### config.mk
export PLATFORM = sky130hd
export DESIGN_NAME = load_scheduler
export DESIGN_NICKNAME = d
export VERILOG_FILES = /design/src/rtl/load_sched_pkg.sv /design/src/rtl/rr_arbiter.sv /design/src/rtl/load_scheduler.sv
export SDC_FILE = /design/constraint.sdc
export NUM_CORES = 1
export LEC_CHECK = 0
export CAP_MARGIN = 10
export CORE_UTILIZATION = 36
export CTS_CLUSTER_SIZE = 8
export DETAILED_ROUTE_END_ITERATION = 6
export MAX_ROUTING_LAYER = met4
export PLACE_DENSITY = 0.79
export SYNTH_ARGS = -nofsm -noshare
export SYNTH_HDL_FRONTEND = slang
export SYNTH_SLANG_ARGS = --single-unit
### constraint.sdc
create_clock -name clk -period 1.5 [get_ports clk]
set_input_delay 0.225 -clock clk [delete_from_list [all_inputs] [get_ports clk]]
set_output_delay 0.225 -clock clk [all_outputs]
set_load 0.02 [all_outputs]
### src/rtl/load_sched_pkg.sv
// Shared types and constants for the program-link load scheduler.
// The optional RUN watchdog is enabled by defining LOAD_TIMEOUT_EN.
package load_sched_pkg;

    typedef enum logic [2:0] {
        ST_IDLE,
        ST_ARB,
        ST_LOAD,
        ST_DRAIN,
        ST_RUN,
        ST_RELEASE
    } state_t;

    localparam logic [1:0] MODE_IDLE = 2'b00;
    localparam logic [1:0] MODE_LOAD = 2'b01;
    localparam logic [1:0] MODE_RUN  = 2'b11;

    localparam int FRAME_W = 13;
    localparam int ADDR_W  = 4;

    // Mode pins are a pure function of the FSM state.
    function automatic logic [1:0] mode_of(input state_t s);
        case (s)
            ST_LOAD, ST_DRAIN: mode_of = MODE_LOAD;
            ST_RUN:            mode_of = MODE_RUN;
            default:           mode_of = MODE_IDLE;
        endcase
    endfunction

endpackage

### src/rtl/rr_arbiter.sv
// Combinational round-robin arbiter: first asserted request at or above ptr wins.
// Produces both a one-hot grant and the binary index of the winner.
module rr_arbiter #(
    parameter int N = 2,
    localparam int PTR_W = (N > 1) ? $clog2(N) : 1
) (
    input  logic [N-1:0]     req,
    input  logic [PTR_W-1:0] ptr,
    output logic [N-1:0]     grant,
    output logic [PTR_W-1:0] grant_idx
);

    localparam int SUM_W = PTR_W + 1;

    logic [2*N-1:0]   req_dbl;
    logic [PTR_W-1:0] sel;
    logic [SUM_W-1:0] sum;
    logic             any;

    // Doubling the request vector turns the circular search into a linear one.
    always_comb begin
        req_dbl = {req, req};
        sel     = '0;
        any     = 1'b0;
        for (int k = N - 1; k >= 0; k--) begin
            if (req_dbl[int'(ptr) + k]) begin
                sel = PTR_W'(k);
                any = 1'b1;
            end
        end
        sum = {1'b0, ptr} + {1'b0, sel};
        if (sum >= SUM_W'(N)) begin
            sum = sum - SUM_W'(N);
        end
    end

    assign grant_idx = sum[PTR_W-1:0];

    generate
        for (genvar gi = 0; gi < N; gi++) begin : g_grant
            assign grant[gi] = any && (grant_idx == PTR_W'(gi));
        end
    endgenerate

endmodule

### src/rtl/load_scheduler.sv
// Shares the serial program link between NUM_REQ image sources: arbitrate, stream
// NUM_BYTES load frames, run the processor, then acknowledge. Watchdog: LOAD_TIMEOUT_EN.
module load_scheduler
    import load_sched_pkg::*;
#(
    parameter int NUM_REQ     = 2,
    parameter int NUM_BYTES   = 16,
    parameter int TIMEOUT_CYC = 1024
) (
    input  logic                   clk,
    input  logic                   rst_n,
    input  logic [NUM_REQ-1:0]     req_i,
    output logic [NUM_REQ-1:0]     grant_o,
    output logic [ADDR_W-1:0]      rd_addr_o,
    input  logic [NUM_REQ*8-1:0]   rd_data_i,
    output logic                   frm_valid_o,
    output logic [FRAME_W-1:0]     frm_data_o,
    input  logic                   frm_ready_i,
    input  logic                   ser_busy_i,
    input  logic                   done_i,
    output logic [1:0]             mode_o,
    output logic [NUM_REQ-1:0]     ack_o,
    output logic                   err_o
);

    localparam int PTR_W = (NUM_REQ > 1) ? $clog2(NUM_REQ) : 1;
    localparam logic [ADDR_W-1:0] LAST_ADDR = ADDR_W'(NUM_BYTES - 1);

    generate
        if (NUM_REQ < 2 || NUM_REQ > 8 || NUM_BYTES < 1 || NUM_BYTES > 16 || TIMEOUT_CYC < 2) begin : g_bad_cfg
            $error("load_scheduler: unsupported parameter set");
        end
    endgenerate

    state_t               state_reg, state_next;
    logic [PTR_W-1:0]     ptr_reg, ptr_next;
    logic [PTR_W-1:0]     owner_reg, owner_next;
    logic [NUM_REQ-1:0]   grant_reg, grant_next;
    logic [ADDR_W-1:0]    addr_reg, addr_next;

    logic [NUM_REQ-1:0]   arb_grant;
    logic [PTR_W-1:0]     arb_idx;
    logic [7:0]           src_byte [NUM_REQ];
    logic                 xfer;
    logic                 wd_expire;

    rr_arbiter #(
        .N (NUM_REQ)
    ) u_arb (
        .req       (req_i),
        .ptr       (ptr_reg),
        .grant     (arb_grant),
        .grant_idx (arb_idx)
    );

    generate
        for (genvar gi = 0; gi < NUM_REQ; gi++) begin : g_src
            assign src_byte[gi] = rd_data_i[gi*8 +: 8];
        end
    endgenerate

    assign xfer = (state_reg == ST_LOAD) && frm_ready_i;

    always_comb begin
        state_next = state_reg;
        ptr_next   = ptr_reg;
        owner_next = owner_reg;
        grant_next = grant_reg;
        addr_next  = addr_reg;
        case (state_reg)
            ST_IDLE: begin
                if (|req_i) state_next = ST_ARB;
            end
            ST_ARB: begin
                // A request withdrawn during the arbitration cycle simply returns to idle.
                if (|arb_grant) begin
                    owner_next = arb_idx;
                    grant_next = arb_grant;
                    ptr_next   = (arb_idx == PTR_W'(NUM_REQ - 1)) ? '0 : PTR_W'(arb_idx + 1'b1);
                    state_next = ST_LOAD;
                end else begin
                    state_next = ST_IDLE;
                end
            end
            ST_LOAD: begin
                if (xfer) begin
                    if (addr_reg == LAST_ADDR) state_next = ST_DRAIN;
                    else                       addr_next  = addr_reg + 1'b1;
                end
            end
            ST_DRAIN: begin
                if (!ser_busy_i) state_next = ST_RUN;
            end
            ST_RUN: begin
                if (done_i || wd_expire) state_next = ST_RELEASE;
            end
            ST_RELEASE: begin
                grant_next = '0;
                addr_next  = '0;
                state_next = ST_IDLE;
            end
            default: state_next = ST_IDLE;
        endcase
    end

    always_ff @(posedge clk or negedge rst_n) begin
        if (!rst_n) begin
            state_reg <= ST_IDLE;
            ptr_reg   <= '0;
            owner_reg <= '0;
            grant_reg <= '0;
            addr_reg  <= '0;
        end else begin
            state_reg <= state_next;
            ptr_reg   <= ptr_next;
            owner_reg <= owner_next;
            grant_reg <= grant_next;
            addr_reg  <= addr_next;
        end
    end

`ifdef LOAD_TIMEOUT_EN
    localparam int WD_W = (TIMEOUT_CYC > 2) ? $clog2(TIMEOUT_CYC) : 1;

    logic [WD_W-1:0] wd_cnt_reg, wd_cnt_next;
    logic            err_reg, err_next;

    assign wd_expire = (wd_cnt_reg == WD_W'(TIMEOUT_CYC - 1));

    always_comb begin
        wd_cnt_next = wd_cnt_reg;
        if (state_reg == ST_DRAIN && !ser_busy_i) begin
            wd_cnt_next = '0;
        end else if (state_reg == ST_RUN) begin
            wd_cnt_next = wd_cnt_reg + 1'b1;
        end
        // done_i takes priority over a simultaneous expiry.
        err_next = (state_reg == ST_RUN) && !done_i && wd_expire;
    end

    always_ff @(posedge clk or negedge rst_n) begin
        if (!rst_n) begin
            wd_cnt_reg <= '0;
            err_reg    <= 1'b0;
        end else begin
            wd_cnt_reg <= wd_cnt_next;
            err_reg    <= err_next;
        end
    end

    assign err_o = err_reg;
`else
    assign wd_expire = 1'b0;
    assign err_o     = 1'b0;
`endif

    assign grant_o     = grant_reg;
    assign rd_addr_o   = addr_reg;
    assign frm_valid_o = (state_reg == ST_LOAD);
    assign frm_data_o  = {1'b0, src_byte[owner_reg], addr_reg};
    assign mode_o      = mode_of(state_reg);
    assign ack_o       = (state_reg == ST_RELEASE) ? grant_reg : '0;

endmodule

==> flow_metrics.tcl <==
set metrics [dict create \
    status "finished, final reports clean" \
    criticalPathCategory "reg2out" \
    fin_cells 160 \
    max_freq_mhz 671 \
    leakagePower_nw 0.615 \
    r2r-end "rd_addr_o[0]" \
    hold_violations 0 \
    dr_total_vias 784 \
    cap_violations 0 \
    synth_edf_count 0 \
    rr_startpoint "rd_addr_o[0]" \
    dp_cells 151 \
    ys.flop_type "dfrtp_1" \
    r2r_setup_slack_ns 0.08 \
    die_area_mm2 0.00232 \
    syn_inst 79 \
    seq_area_frac_synth_pct 35.9 \
    m1WireLength_um 946 \
    grt_pass1_wl_um 3280 \
    ios 48 \
    cts_sinks 11 \
    rows 16 \
    power.density_mw_per_mm2 1760 \
    rsz0062_at_grt "true" \
    synth_top_area_share_pct 35.9 \
    drive_gt1_share_pct 37.6 \
    worstSetupEndpointType "primary output" \
    hold_path.class "in2async" \
    grt_usage_pct 21.2 \
    top_layer "met3" \
    fin_crit_ns 1.49 \
    setup_ws_ns 0.0102 \
    clk_latency_ns 0.27 \
    synth_seq_cells 11 \
    fin_worst_skew_ns 0.00371 \
    postCtsHoldBufs 0 \
    antenna_found_initial 0 \
    cts_tree "done" \
    largest_register_ffs 4 \
    ys_async_sr_fraction_pct 100 \
    critical_path_required_ns 1.27 \
    num_antenna_cells 0 \
    syn_avg_cell_area_um2 9.71 \
    gp_congestion 0.786 \
    detailed_place_hpwl_um 1640 \
    irDropWorstVdd_mv 0.819 \
    port-buffer-count 45 \
    totalWireLength_um 2190 \
    viasPerCell 4.90 \
    grt_max_degree 12 \
    cts_buffers 3 \
    startpoint_type "register" \
    pwr-share-seq_pct 25.4 \
    synth.distinct_cells 36 \
    cts.clk_slew.worst_paths_ns 0.07 \
    synth_top_cells_by_area "dfrtp_1 36%, mux2_2 12%, buf_4 5.9%" \
    yosysTopAreaCell "dfrtp_1" \
    maxSlewViolCount 0 \
    switchingPower_w 0.000986 \
    path_max_fanout 5 \
    start_util_pct 38.7 \
    root_buffer "clkbuf_4" \
    die_x_um 48.2 \
    setup_viol 0 \
    h-tree-depth 1 \
    nNetsFinal 158 \
    post_drt_wl_per_cell_um 13.7 \
    fp.dieH_um 48.2 \
    syn_area_um2 767 \
    drtIter0Drc 9 \
    ys_warn_count 0 \
    ant_nets 0 \
    fin_tns_setup_ns 0 \
    drc 0 \
    grt_overflow 0 \
    r2r_cells 4 \
    wl_met2_um 1170 \
    fp.coreArea_mm2 0.00198 \
    power.internal_w 0.00130 \
    fin_crit_sh_pct 99.3 \
    dp_slack_ns -0.200 \
    arrival_ns 1.26 \
    syn_to_final_growth_pct 68.8 \
    grt_pass1_vias 741 \
    p_comb_share_pct 65.8 \
    firstDrtPassIters 4 \
    wl_met3_um 67 \
    swShare_pct 43.2 \
    cts_max_path_buffers 2 \
    power.share.clock_pct 8.8 \
]
-- synth_stat cells (2+ instances only) --
master	instances
a21oi_1	6
and2_1	2
buf_2	2
buf_4	6
dfrtp_1	11
inv_1	3
mux2_2	8
nand2_1	4
nand2b_1	4
nor2_1	2
nor3_1	2
o21ai_0	5
-- worst max path at each step --
stage	slack (ns)	startpoint	end	cells after the start
after floorplan	0.06	rd_addr_o[0]	rd_addr_o[0]	4
after global placement	-0.17	rd_data_i[10]	frm_data_o[6]	3
after detailed placement	-0.20	owner_reg	frm_data_o[11]	2
after CTS	0.001	grant_o[1]	grant_o[1]	1
after global routing	-0.02	owner_reg	frm_data_o[9]	3
final	0.01	owner_reg	frm_data_o[9]	3
-- stage by stage --
step / total power [W] / hold slack (ns) / util, % / area, µm²
floorplan: 0.00145 / -0.0706 / - / 771
global placement: 0.00204 / 0.466 / 63.2 / 1250
detailed placement: 0.00209 / 0.493 / 63.2 / 1250
CTS: 0.00222 / 0.290 / 62.9 / 1250
global route: 0.00246 / 0.318 / 65.3 / 1290
finish: 0.00228 / 0.285 / 65.3 / 1290
-- kinds of logic after synthesis --
logic type,Yosys count,share of synthesized area [%]
buf+inv,13,10.6
compound gates,18,14.5
mux,9,13.1
other cells,1,0.489
flops,11,35.9
fa+ha+maj,1,1.63
simple gates,26,23.8
-- worst max-delay path: stages (launching register included) --
cell	delay, ns
dfrtp_2	0.35
buf_4	0.14
mux2_2	0.35
buf_4	0.16
-- final cells by class --
type	count	area (µm²)
Fill cell	151	687
Timing Repair Buffer	59	510
Multi-Input combinational cell	56	435
Sequential cell	11	278
Tap cell	27	33.8
Clock buffer	4	26.3
Inverter	3	11.3
-- power groups by stage --
stage / Clock (W) / Sequential, W / Combinational [W]
final: 0.000202 / 0.000579 / 0.00150
after global routing: 0.000223 / 0.000599 / 0.00164
after CTS: 0.000211 / 0.000570 / 0.00144
after detailed placement: 0 / 0.000614 / 0.00148
after global placement: 0 / 0.000597 / 0.00144
after floorplan: 0 / 0.000628 / 0.000823
-- repair_timing --
item	4_1_cts	5_1_grt
pin swaps	0	1
hold endpoints to repair	0	0
resized for setup	61	22
endpoints found under the setup margin	21	18
buffers inserted	3	2
-- per-layer routing --
metal  GRT usage (%)  vias up
li1                -      385
met1            28.8      378
met2            33.1       21
met3            2.22        0
met4            6.67        0
met5               -        -
-- cell usage in the layout, fill, tap and decap left out, types with 2 or more instances in the layout --
cell | synthesis | layout
dfrtp_2 | 0 | 2
buf_6 | 1 | 2
buf_4 | 6 | 19
a21oi_1 | 6 | 5
dlygate4sd2_1 | 0 | 8
and2_4 | 0 | 2
dfrtp_1 | 11 | 9
o21ai_0 | 5 | 5
inv_1 | 3 | 3
nor3_1 | 2 | 2
clkdlybuf4s50_1 | 0 | 22
dlymetal6s2s_1 | 0 | 2
nand2b_1 | 4 | 4
mux2_2 | 8 | 8
nand2_1 | 4 | 4
clkbuf_4 | 0 | 3
buf_2 | 2 | 6
conb_1 | 1 | 2
Power figures use the tool's default switching activity.
